**src/rtl/mdr_pkg.sv**
```systemverilog
// Shared defaults for the memory data register buffer between memory and fetch.
package mdr_pkg;

    localparam int unsigned MDR_WIDTH_DEFAULT = 36;
    localparam int unsigned MDR_DEPTH_DEFAULT = 4;

endpackage

```
**src/rtl/mdr_ptr.sv**
```systemverilog
// Wrapping pointer for the MDR buffer: counts 0..DEPTH-1, synchronous clear wins over increment.
module mdr_ptr
    import mdr_pkg::*;
#(
    parameter int unsigned DEPTH = MDR_DEPTH_DEFAULT
) (
    input  logic                     clk,
    input  logic                     rst_n,
    input  logic                     inc,
    input  logic                     clr,
    output logic [$clog2(DEPTH)-1:0] ptr
);

    localparam int unsigned PW = $clog2(DEPTH);

    logic [PW-1:0] ptr_q;
    logic [PW-1:0] ptr_d;

    always_comb begin
        ptr_d = ptr_q;
        if (clr) begin
            ptr_d = '0;
        end else if (inc) begin
            // Explicit wrap so non-power-of-two depths never reach unused slots.
            ptr_d = (ptr_q == PW'(DEPTH - 1)) ? '0 : ptr_q + PW'(1);
        end
    end

    always_ff @(posedge clk or negedge rst_n) begin
        if (!rst_n) begin
            ptr_q <= '0;
        end else begin
            ptr_q <= ptr_d;
        end
    end

    assign ptr = ptr_q;

endmodule

```
**src/rtl/mdr_buffer.sv**
```systemverilog
// Small FIFO holding words returned by memory until the fetch stage consumes them.
module mdr_buffer
    import mdr_pkg::*;
#(
    parameter int unsigned WIDTH = MDR_WIDTH_DEFAULT,
    parameter int unsigned DEPTH = MDR_DEPTH_DEFAULT
) (
    input  logic                       clk,
    input  logic                       rst_n,
    input  logic                       wr_valid,
    input  logic [WIDTH-1:0]           wr_data,
    output logic                       wr_ready,
    output logic                       rd_valid,
    output logic [WIDTH-1:0]           rd_data,
    input  logic                       rd_ready,
    input  logic                       flush,
    output logic [$clog2(DEPTH+1)-1:0] count,
    output logic                       full,
    output logic                       empty,
    output logic                       ovf_err
);

    localparam int unsigned PW = $clog2(DEPTH);
    localparam int unsigned CW = $clog2(DEPTH + 1);

    logic [WIDTH-1:0] mem [DEPTH];
    logic [PW-1:0]    wr_ptr;
    logic [PW-1:0]    rd_ptr;
    logic [CW-1:0]    count_q;
    logic [CW-1:0]    count_d;
    logic             ovf_q;
    logic             ovf_d;
    logic             push;
    logic             pop;

    // Handshakes come from registered state only, so a full buffer never takes a word
    // even when a pop frees a slot in the same cycle.
    assign full     = (count_q == CW'(DEPTH));
    assign empty    = (count_q == '0);
    assign wr_ready = !full;
    assign rd_valid = !empty;
    assign push     = wr_valid && wr_ready;
    assign pop      = rd_valid && rd_ready;

    mdr_ptr #(
        .DEPTH (DEPTH)
    ) u_wr_ptr (
        .clk   (clk),
        .rst_n (rst_n),
        .inc   (push),
        .clr   (flush),
        .ptr   (wr_ptr)
    );

    mdr_ptr #(
        .DEPTH (DEPTH)
    ) u_rd_ptr (
        .clk   (clk),
        .rst_n (rst_n),
        .inc   (pop),
        .clr   (flush),
        .ptr   (rd_ptr)
    );

    always_comb begin
        count_d = count_q;
        ovf_d   = ovf_q;
        if (flush) begin
            count_d = '0;
            ovf_d   = 1'b0;
        end else begin
            if (push && !pop) begin
                count_d = count_q + CW'(1);
            end else if (pop && !push) begin
                count_d = count_q - CW'(1);
            end
            if (wr_valid && full) begin
                ovf_d = 1'b1;
            end
        end
    end

    always_ff @(posedge clk or negedge rst_n) begin
        if (!rst_n) begin
            count_q <= '0;
            ovf_q   <= 1'b0;
        end else begin
            count_q <= count_d;
            ovf_q   <= ovf_d;
        end
    end

    // Storage is deliberately unreset; the output mux hides it while empty.
    always_ff @(posedge clk) begin
        if (push && !flush) begin
            mem[wr_ptr] <= wr_data;
        end
    end

    assign rd_data = empty ? '0 : mem[rd_ptr];
    assign count   = count_q;
    assign ovf_err = ovf_q;

endmodule

```
**config.mk**
```make
export PLATFORM = sky130hd
export DESIGN_NAME = mdr_buffer
export DESIGN_NICKNAME = d
export VERILOG_FILES = /design/src/rtl/mdr_pkg.sv /design/src/rtl/mdr_ptr.sv /design/src/rtl/mdr_buffer.sv
export SDC_FILE = /design/constraint.sdc
export NUM_CORES = 1
export LEC_CHECK = 0
export BUFFER_PORTS_ARGS = -buffer_cell sky130_fd_sc_hd__buf_2
export CORE_MARGIN = 2
export CORE_UTILIZATION = 61
export DETAILED_ROUTE_END_ITERATION = 16
export PLACE_DENSITY = 0.88
export SLEW_MARGIN = 20
export SYNTH_ARGS = -nofsm -noshare
export SYNTH_HDL_FRONTEND = slang
export SYNTH_SLANG_ARGS = --single-unit
```
**constraint.sdc**
```tcl
create_clock -name clk -period 4.3 [get_ports clk]
set_clock_uncertainty 0.1 [all_clocks]
set_input_delay 0.86 -clock clk [delete_from_list [all_inputs] [get_ports clk]]
set_output_delay 0.86 -clock clk [all_outputs]
set_load 0.02 [all_outputs]
```
# After elaboration in Yosys (flattened, before gate mapping)
# Memories as Yosys holds them, arrays and structs flattened.
# Cells that the tools add are included.
dict set report totals {
  mem_bits_rw 144
  n_memories 1
  inputBits 41
  register_bits 8
}
dict set report classes {
  n_reduce_logical 16
  addsub 4
  n_eq_ne 3
  n_mux 14
}
# name depth word_bits rd rd_ports_with_merged_regs wr line_no
set mem_list {}
lappend mem_list {mem 4 36 1 0 1 mdr_buffer.sv:26} ;# logic [WIDTH-1:0] mem [DEPTH];
# operator n
set ops {}
lappend ops {{two-way mux 36 bit} 1}
lappend ops {{two-way mux 2 bit} 6}
lappend ops {{two-way mux 3 bit} 3}
lappend ops {{logical AND 1 bit} 6}
lappend ops {{nonzero test 2 bit} 3}
lappend ops {{logical NOT 1 bit} 5}
lappend ops {{adder 2 x 1 -> 2 bit (second input constant)} 2}
lappend ops {{== test 2 bit (second input constant)} 2}
lappend ops {{two-way mux 1 bit} 4}
lappend ops {{adder 3 x 1 -> 3 bit (second input constant)} 1}
lappend ops {{== test 3 bit (second input constant)} 1}
lappend ops {{logical NOT 3 bit} 1}
lappend ops {{nonzero test 3 bit} 1}
lappend ops {{subtractor 3 x 1 -> 3 bit (second input constant)} 1}

# Logic depth before layout (Yosys ltp)
# Gate-level depths: netlist of run 1.
dict set report depth {
  word_depth 8
  ltp_mapped 7
  ltp_nobuf 6
}

# Hierarchy
# Synthesis of run 1 repeated with hierarchy kept, for this count alone.
dict set report hier_totals {
  cells_unflattened 301
  hier_area_um2 6064.6
}
# mod cells_each area_each_um2 seq_area_each_um2 n_inst
set by_module_without_submodules {}
lappend by_module_without_submodules {mdr_buffer 285 5864.4 4424.2 1}
lappend by_module_without_submodules {mdr_ptr 8 100.1 50.0 2}

# Least setup slack after synthesis of run 1
# Ideal clock, no wire load.
dict set report synth_path {
  path_kind {input port to flip-flop}
  start {input port wr_valid}
  end {memory mem[3][0] (netlist bit) (enable)}
  arrival_ps 2238
  cell_stages 4
  slack_ps 1566
  setup_ps 397
  path_cell_list {buf_2 -> inv_2 -> nor3_1 -> and2_1}
}
dict set report synth_via {
  elab_chain_len 4
}
# element line_no
set synth_lines {}
lappend synth_lines {{start: declaration} mdr_buffer.sv:10} ;# input logic wr_valid,
lappend synth_lines {{logical AND 1 bit} mdr_buffer.sv:42} ;# assign push = wr_valid && wr_ready;
lappend synth_lines {{logical AND 1 bit} mdr_buffer.sv:95} ;# if (push && !flush) begin
lappend synth_lines {{two-way mux 1 bit} mdr_buffer.sv:95}
lappend synth_lines {{two-way mux 1 bit (not written as such)} mdr_buffer.sv:96} ;# mem[wr_ptr] <= wr_data;
lappend synth_lines {{end: declaration} mdr_buffer.sv:26}
# Every way passes these cells.

# Worst setup path after layout of run 1
dict set report layout_path {
  start {register u_rd_ptr.ptr_q[0] (netlist: u_rd_ptr.ptr[0])}
  end {output port rd_data[17]}
}
dict set report layout_via {
  elab_chain_len 2
}
# element line_no
set layout_lines {}
lappend layout_lines {{start: declaration} mdr_ptr.sv:16} ;# logic [PW-1:0] ptr_q;
lappend layout_lines {{start signal: assignment} mdr_ptr.sv:33} ;# ptr_q <= ptr_d;
lappend layout_lines {{memory (4 x 36 bit)} -}
lappend layout_lines {{two-way mux 36 bit} mdr_buffer.sv:100} ;# assign rd_data = empty ? '0 : mem[rd_ptr];
lappend layout_lines {{end: declaration} mdr_buffer.sv:14} ;# output logic [WIDTH-1:0] rd_data,
# Every way passes these cells.

==> flow_metrics.py, run 1 <==
metrics = {
    "sta": {
        "period_share_pct": 79.5,
        "drv_slew": 0,
        "finalSetupViolations": 0,
        "fin_crit_ns": 3.42,
        "fmax_ghz": 0.293,
        "max_slew_margin_pct": 34.8,
        "final.setup.tns_ns": 0,
        "grt_setup_unrepaired": "false",
        "worstMarginPinSlew_ns": 0.978,
        "final_hold_viol_count": 0,
        "setup_ws_ns": 0.882,
    },
    "cts": {
        "cts_setup_buffers": 0,
        "cts_root_buf": "clkbuf_8",
        "clockBufferDepth": 2,
        "cts-htree-levels": 4,
        "insertion_delay_ns": 0.52,
        "clkTransAtPathRegs_ns": 0.06,
        "clock_sinks": 152,
        "cts-resized-gates": 0,
        "hold_buffers": 0,
        "tritoncts": "built",
        "cts_buffers": 17,
    },
    "run_status": {
        "status": "complete, no violations",
    },
    "grt": {
        "grt_pass1_vias": 3013,
        "grt.overflow.total": 0,
        "grt_max_degree": 38,
        "grt_usage_pct": 21.2,
        "grt_pass1_wl_um": 15800,
        "antenna_found_initial": 2,
    },
    "critical_path": {
        "cp-end-kind": "primary output",
        "r2r_start": "count[0]",
        "reg2regPathDepth": 4,
        "crit_type": "register to primary output",
        "start_kind": "register",
        "crit_required_ns": 3.34,
        "cp.arrival_ns": 2.46,
        "crit_fanout": 21,
        "rrSetupSlack_ns": 1.78,
        "timing.rr.end": "mem[3][16]",
        "endpoint": "rd_data[17]",
        "startpoint": "u_rd_ptr.ptr[0]",
    },
    "finish": {
        "fin_nets": 427,
        "drive_above_1_share_pct": 41.4,
        "fillCellCount": 557,
        "multi_input_area_sq_mm": 0.00139,
        "seqCellArea_sq_mm": 0.00453,
        "diodes": 0,
        "syn2layout_area_growth_pct": 18.7,
    },
    "die": {
        "core_area_sq_mm": 0.00968,
        "die_y_um": 103,
        "io_pins": 85,
        "dieWidth_um": 103,
        "num_rows": 36,
        "dieArea_sq_mm": 0.0107,
        "start_util_pct": 62.3,
    },
    "logic_synthesis": {
        "synth_fp_nets": 338,
        "avgSynthCellArea_sq_um": 20.7,
        "synth-edff-count": 144,
        "synth-async-reset-ratio_pct": 5.26,
        "synthCells": 292,
        "synth.yosys.seq_area_share_pct": 75.0,
        "synth_warnings": 0,
        "netlist_area_sq_mm": 0.00603,
        "synth_top_flop_cell": "edfxtp_1",
        "ys_types": 37,
        "ys_ff_latch": 152,
    },
    "routing": {
        "drtPass1Iterations": 4,
        "postRouteAntennaNets": 0,
        "post_drt_wl_per_cell_um": 19.8,
        "num_vias": 3056,
        "viasPerCell": 5.80,
        "wirelength_um": 10400,
        "route.detailed.drc": 0,
        "drtIter0Drc": 191,
    },
    "hold_path": {
        "min_path_type": "input port to async pin",
    },
    "flow_run": {
        "maxCapViolations": 0,
    },
    "placed_design": {
        "dp_hpwl_um": 6260,
        "placement.setup.worst_slack_ns": 1.37,
        "gp_congestion": 0.792,
        "io_buffers": 84,
    },
    "power_and_ir_drop": {
        "p_leak_nw": 2.51,
        "power_density_mw_per_mm2": 633,
        "ir_worst_vdd_v": 0.000467,
    },
}
synth_stat cells (all sizes together) (2+ instances only):
| library cell | n | area share [%] |
|---|---|---|
| ha | 4 | 0.83 |
| and2 | 4 | 0.41 |
| nor2 | 9 | 0.60 |
| o21ai | 3 | 0.25 |
| xor2 | 2 | 0.29 |
| inv | 7 | 0.44 |
| o21a | 2 | 0.25 |
| buf | 11 | 1.4 |
| edfxtp | 144 | 72 |
| clkbuf | 4 | 0.25 |
| dfrtp | 8 | 3.3 |
| mux2 | 2 | 0.37 |
| and2b | 3 | 0.37 |
| a21oi | 3 | 0.25 |
| mux4 | 36 | 13 |
| nor2b | 33 | 3.4 |
| o31ai | 2 | 0.25 |
layout make-up:
class                   count  area share [%]
flip-flops and latches    152            63.2
well taps                 133            2.32
inverters                   8           0.437
clock buffers              21            6.13
repair buffers             85            6.15
multi-input cells         117            19.3
clock inverters            11            2.39
metrics by stage:
step / instance area, sq um / power, mW / util (%) / hold slack (ns) / instances
global placement: 6550 / 3.04 / 67.6 / 0.378 / 495
finish: 7160 / 4.53 / 73.9 / 0.0729 / 527
floorplan: 6030 / 2.72 / - / 0.464 / 292
CTS: 7160 / 4.59 / 73.9 / 0.0501 / 527
detailed placement: 6550 / 3.07 / 67.6 / 0.394 / 495
global route: 7160 / 4.74 / 73.9 / 0.0596 / 527
cell families after synthesis:
kind of cell,Yosys count,share of synthesized area [%]
flip-flops,152,75.0
AND/OR/NAND/NOR,56,5.62
multiplexers,39,14.0
buffers and inverters,23,2.14
AO/OA/AOI/OAI,15,1.82
adder cells (fa/ha/maj),5,1.16
XOR/XNOR,2,0.290
layout by cell type, fill, tap and decap left out, drive strengths merged, types with 2 or more instances in the layout:
master,Yosys,final
edfxtp,144,144
buf,11,85
mux4,36,36
nor2b,33,33
clkbuf,4,21
nor2,9,9
inv,7,9
dfrtp,8,8
and2,4,4
ha,4,4
bufinv,0,4
clkinvlp,0,4
and2b,3,3
a21oi,3,3
o21ai,3,3
o31ai,2,2
xor2,2,2
o21a,2,2
mux2,2,2
clkinv,1,2
critical path: stages, from the launching register on:
cell and delay [ns]:
dfrtp_2 0.74, buf_12 0.29, mux4_2 0.53, nor2b_1 0.17, buf_2 0.19
flip-flops by register name (all words and copies together) (netlist names):
name and count:
u_wr_ptr.ptr 2, count 3, ovf_err 1, mem 144
u_rd_ptr.ptr 2
power by group:
part	leakage [nW]	internal, mW	switching (mW)
combinational	0.814	0.515	0.694
clock	0.283	0.959	0.553
sequential	1.41	1.71	0.103
total	2.51	3.18	1.35
per-layer routing:
layer  track usage [%]  up-vias  wire length [um]  part of all wire (%)
met2              33.8       99              5330                    51
met4              8.70        4               185                   1.8
met3              7.80       22               650                   6.2
met1              26.6     1583              4230                    41
met5                 0        -                32                  0.31
li1                  -     1348                 -                     -
how the worst min path moves through the flow:
stage | from | to | slack (ns) | cells past startpoint
floorplan | rst_n | count[0] | 0.46 | 0
global placement | ovf_err | ovf_err | 0.38 | 2
detailed placement | ovf_err | ovf_err | 0.39 | 2
CTS | rst_n | count[0] | 0.05 | 1
global route | rst_n | ovf_err | 0.06 | 1
finish | rst_n | u_rd_ptr.ptr[0] | 0.07 | 1
No activity file was read; power rests on OpenSTA's default activity.
==> run 2: changes to the inputs <==
CORE_UTILIZATION = 57   (was 61)
PLACE_DENSITY = 0.83   (was 0.88)
clock period = 3.3 ns   (was 4.3 ns; I/O delays follow)
==> run 2 against run 1 <==
Net effect: die area up 6.7%; count of clock-buffer cells in the layout down 2; combinational power rose by 38%; via count up 0.46%; final area is 1.5% higher; setup slack worse by 0.62 ns; global-route usage is 0.11 points higher; cell count is 2.3% higher; wire length increased by 6.9%; worst hold slack better by 0.18 ns; critical path type unchanged; largest cell class unchanged; largest power group unchanged.
==> flow_metrics.py, run 2 (synthesis results as in run 1) <==
metrics = {
    "critical_path": {
        "start_kind": "register",
        "startpoint": "count[0]",
        "r2r_start": "count[2]",
        "rrSetupSlack_ns": 0.91,
        "crit_type": "register to primary output",
        "crit_fanout": 37,
        "cp-end-kind": "primary output",
        "cp.arrival_ns": 2.27,
        "crit_required_ns": 2.54,
    },
    "die": {
        "num_rows": 37,
        "dieArea_sq_mm": 0.0114,
        "io_pins": 85,
        "start_util_pct": 58.4,
        "die_y_um": 107,
        "dieWidth_um": 107,
        "core_area_sq_mm": 0.0103,
    },
    "finish": {
        "top_register": "mem",
        "largest_reg_flops": 144,
        "syn2layout_area_growth_pct": 20.5,
        "drive_above_1_share_pct": 43.3,
        "final_common_cell": "edfxtp_1",
        "seqCellArea_sq_mm": 0.00453,
        "multi_input_area_sq_mm": 0.00139,
        "fin_nets": 435,
        "layout_common_cells": "edfxtp_1 (144), buf_2 (84), mux4_2 (36)",
        "fillCellCount": 642,
        "finalCoreUtilization_pct": 70.4,
    },
    "cts": {
        "clock_sinks": 152,
        "cts-htree-levels": 4,
        "clkTransAtPathRegs_ns": 0.06,
        "cts_root_buf": "clkbuf_8",
        "tritoncts": "built",
        "insertion_delay_ns": 0.52,
        "clockBufferDepth": 2,
        "cts_setup_buffers": 0,
        "cts_buffers": 17,
    },
    "grt": {
        "grt_max_degree": 38,
        "grt_usage_pct": 21.3,
        "grt.overflow.total": 0,
        "antenna_found_initial": 1,
        "grt_pass1_wl_um": 17300,
        "grt_pass1_vias": 3173,
    },
    "routing": {
        "drtIter0Drc": 231,
        "dr_wl_met3_um": 764,
        "num_vias": 3070,
        "top_layer": "met4",
        "wl_met1_um": 4600,
        "drtPass1Iterations": 4,
        "wirelength_um": 11200,
        "postRouteAntennaNets": 0,
        "dr_wl_met2_um": 5640,
        "route.detailed.drc": 0,
        "post_drt_wl_per_cell_um": 20.7,
        "viasPerCell": 5.70,
    },
    "placed_design": {
        "dp_hpwl_um": 6590,
        "io_buffers": 84,
        "gp_congestion": 0.784,
    },
    "sta": {
        "fin_crit_ns": 3.03,
        "max_slew_margin_pct": 61.8,
        "drv_slew": 0,
        "worstMarginPinSlew_ns": 0.573,
        "final_hold_viol_count": 0,
        "final.setup.tns_ns": 0,
        "fmax_ghz": 0.330,
        "finalSetupViolations": 0,
        "grt_setup_unrepaired": "false",
        "period_share_pct": 91.9,
    },
    "hold_path": {
        "min_path_type": "input port to register",
        "holdCritStartpoint": "wr_data[35]",
    },
    "power_and_ir_drop": {
        "p_leak_nw": 2.57,
        "power_density_mw_per_mm2": 827,
        "ir_worst_vdd_v": 0.000566,
    },
    "run_status": {
        "status": "complete, no violations",
    },
    "flow_run": {
        "maxCapViolations": 0,
    },
}
==> run 2: repair_timing <==
item / 4_1_cts / 5_1_grt
hold buffers: 1 / 0
hold endpoints to repair: 8 / 0
gates resized for setup: 0 / 0
==> run 2: path summary, 6_finish.rpt <==
| check | to | cells past startpoint |
|---|---|---|
| setup / recovery | rd_data[13] | 5 |
| max in group asynchronous | u_rd_ptr.ptr[0] | 2 |
| hold / removal | mem[3][35] | 1 |
| setup reg to reg | mem[1][15] | 5 |
| hold reg to reg | ovf_err | 2 |
| min in group asynchronous | count[2] | 2 |
==> run 2: through the flow <==
stage          cell area, sq um  worst slack (ns)  hold WS (ns)  std cells  power [mW]
6_report                   7270             0.266         0.252        539        6.01
5_1_grt                    7270             0.169         0.223        538        6.25
4_1_cts                    7270             0.236         0.228        538        6.06
3_5_place_dp               6620             0.766         0.414        505        4.03
3_3_place_gp               6620             0.823         0.380        505        3.99
2_1_floorplan              6030             0.738         0.264        292        3.54
==> run 2: layer usage <==
layer  GRT usage [%]  vias to the layer above
li1                -                     1360
met2            33.3                      115
met1            27.8                     1580
met5               0                        -
met4            8.26                        0
met3            7.48                       15
==> run 2: layout make-up <==
class,count,share of cell area [%]
Clock inverter,13,2.69
Sequential cell,152,62.3
Tap cell,136,2.34
Multi-Input combinational cell,117,19.1
Timing Repair Buffer,93,7.09
Clock buffer,19,6.08
Inverter,8,0.430
Antenna cell,1,0.0344
==> run 2: where the power goes <==
group          total [mW]  switching [mW]  internal [mW]
clock                2.03           0.755           1.28
combinational        1.67           0.978          0.687
sequential           2.31          0.0851           2.23
==> run 2: critical path, stage by stage (launching register included) <==
cell,delay (ns)
dfrtp_1,0.53
nor2_2,0.11
nand2_2,0.10
clkinv_2,0.44
nor2b_1,0.34
buf_2,0.21
==> run 3: changes to the inputs <==
==> constraint.sdc (replaced) <==
create_clock -name clk -period 2.93 [get_ports clk]
set_clock_uncertainty 0.1 [all_clocks]
set_input_delay 0.586 -clock clk [delete_from_list [all_inputs] [get_ports clk]]
set_output_delay 0.586 -clock clk [all_outputs]
set_load 0.1 [all_outputs]
==> run 3 against run 2 <==
Net effect: via count barely moved; worst hold slack got worse by 0.068 ns; global-route usage up 0.88 points; register-to-register slack got worse by 0.38 ns; flip-flop and latch count unchanged; final area up 11%.
==> flow_metrics.py, run 3 (synthesis results as in run 1) <==
metrics = {
    "finish": {
        "largest_reg_flops": 144,
        "top_register": "mem",
        "multi_input_area_sq_mm": 0.00162,
        "drive_above_1_share_pct": 53.8,
        "fillCellCount": 522,
        "syn2layout_area_growth_pct": 34.1,
        "final_common_cell": "edfxtp_1",
        "finalCoreUtilization_pct": 78.3,
        "diodes": 0,
        "fin_nets": 442,
        "seqCellArea_sq_mm": 0.00454,
        "layout_common_cells": "edfxtp_1 (144), buf_2 (47), buf_12 (45)",
    },
    "critical_path": {
        "worst-path-buf-inv": 3,
        "critPathMaxStageDelay_ns": 0.53,
        "cp_common_cell": "buf_12",
        "r2r_start": "count[0]",
        "cp.arrival_ns": 2.15,
        "crit_chain": "nor2_2 -> nand2_4 -> clkinv_4 -> buf_12 -> and2b_4 -> buf_12",
        "slowest_stage": "dfrtp_4",
        "crit_cells": 6,
        "crit_type": "register to primary output",
        "start_kind": "register",
        "timing.rr.end": "count[2]",
        "crit_required_ns": 2.24,
        "crit_fanout": 11,
        "cp-end-kind": "primary output",
        "reg2regPathDepth": 5,
        "cp_top_family": "simple AND/OR/NAND/NOR gates",
        "rrSetupSlack_ns": 0.53,
    },
    "routing": {
        "wirelength_um": 11700,
        "num_vias": 3073,
        "postRouteAntennaNets": 0,
        "drtPass1Iterations": 5,
        "drtIter0Drc": 166,
        "route.detailed.drc": 0,
        "post_drt_wl_per_cell_um": 21.5,
        "viasPerCell": 5.64,
    },
    "sta": {
        "worstMarginPinSlew_ns": 0.507,
        "max_slew_margin_pct": 66.4,
        "final_hold_viol_count": 0,
        "setup_ws_ns": 0.0941,
        "finalSetupViolations": 0,
        "timing.hold.ws_ns": 0.184,
        "fin_crit_ns": 2.84,
        "period_share_pct": 96.8,
        "fmax_ghz": 0.353,
        "final.setup.tns_ns": 0,
        "grt_setup_unrepaired": "false",
        "drv_slew": 0,
    },
    "grt": {
        "grt_pass1_wl_um": 18300,
        "grt_pass1_vias": 3318,
        "grt_usage_pct": 22.2,
        "grt.overflow.total": 0,
        "grt_max_degree": 27,
        "antenna_found_initial": 1,
    },
    "die": {
        "dieArea_sq_mm": 0.0114,
        "die_y_um": 107,
        "core_area_sq_mm": 0.0103,
        "io_pins": 85,
        "start_util_pct": 58.4,
        "num_rows": 37,
        "dieWidth_um": 107,
    },
    "cts": {
        "clockBufferDepth": 2,
        "insertion_delay_ns": 0.51,
        "tritoncts": "built",
        "cts_buffers": 17,
        "clkTransAtPathRegs_ns": 0.06,
        "cts-htree-levels": 4,
        "cts_root_buf": "clkbuf_8",
        "clock_sinks": 152,
    },
    "placed_design": {
        "io_buffers": 84,
        "placement.setup.worst_slack_ns": 0.561,
        "dp_hpwl_um": 7120,
        "gp_congestion": 0.860,
    },
    "flow_run": {
        "maxCapViolations": 0,
    },
    "hold_path": {
        "hold_depth": 1,
        "hold-path-endpoint": "mem[2][26]",
        "holdCritStartpoint": "wr_data[26]",
        "min_path_type": "input port to register",
    },
    "run_status": {
        "status": "complete, no violations",
    },
}
-- run 3: cell type report --
cell class | instances | share of cell area (%)
clock inverters | 15 | 1.44
repair buffers | 100 | 14.8
well taps | 136 | 2.10
flip-flops and latches | 152 | 56.1
clock buffers | 17 | 5.12
multi-input cells | 117 | 20.0
inverters | 8 | 0.433
-- run 3: how the worst max path moves through the flow --
stage	from	end	slack (ns)
floorplan	count[0]	rd_data[16]	0.03
global placement	u_rd_ptr.ptr[0]	rd_data[0]	0.57
detailed placement	count[0]	rd_data[22]	0.56
CTS	u_rd_ptr.ptr[0]	rd_data[4]	0.008
global route	count[0]	rd_data[22]	0.01
finish	count[0]	rd_data[22]	0.09
-- run 3: through the flow --
step / cell area [sq um] / std cells
floorplan: 6290 / 292
global placement: 7520 / 510
detailed placement: 7520 / 510
CTS: 8070 / 543
global route: 8090 / 545
finish: 8090 / 545
-- run 3: repair_timing --
item / CTS / global route
endpoints found under the hold margin: 8 / 0
setup endpoints to repair: 8 / 25
setup buffers: 0 / 2
pin swaps: 0 / 0
hold buffers: 1 / 0
gates resized for setup: 2 / 0
-- run 3: routing by layer --
layer / wire, um / up-vias / global-route usage (%)
met1: 4780 / 1573 / 29.0
met4: 91 / 2 / 5.66
li1: - / 1377 / -
met5: 13 / - / 0
met2: 6100 / 112 / 36.7
met3: 735 / 9 / 7.11
-- run 3: worst register-to-register path: cells and delay by family, from the launching register on --
family	cells	cell delay, ns
and+or+nand+nor	2	0.64
adders and majority gates	1	0.46
DFF	1	0.53
AOI/OAI and AO/OA	2	0.57
Power of run 3 is not shown: default switching activity piles up to over one toggle a cycle in this logic, so the estimate is an artifact.
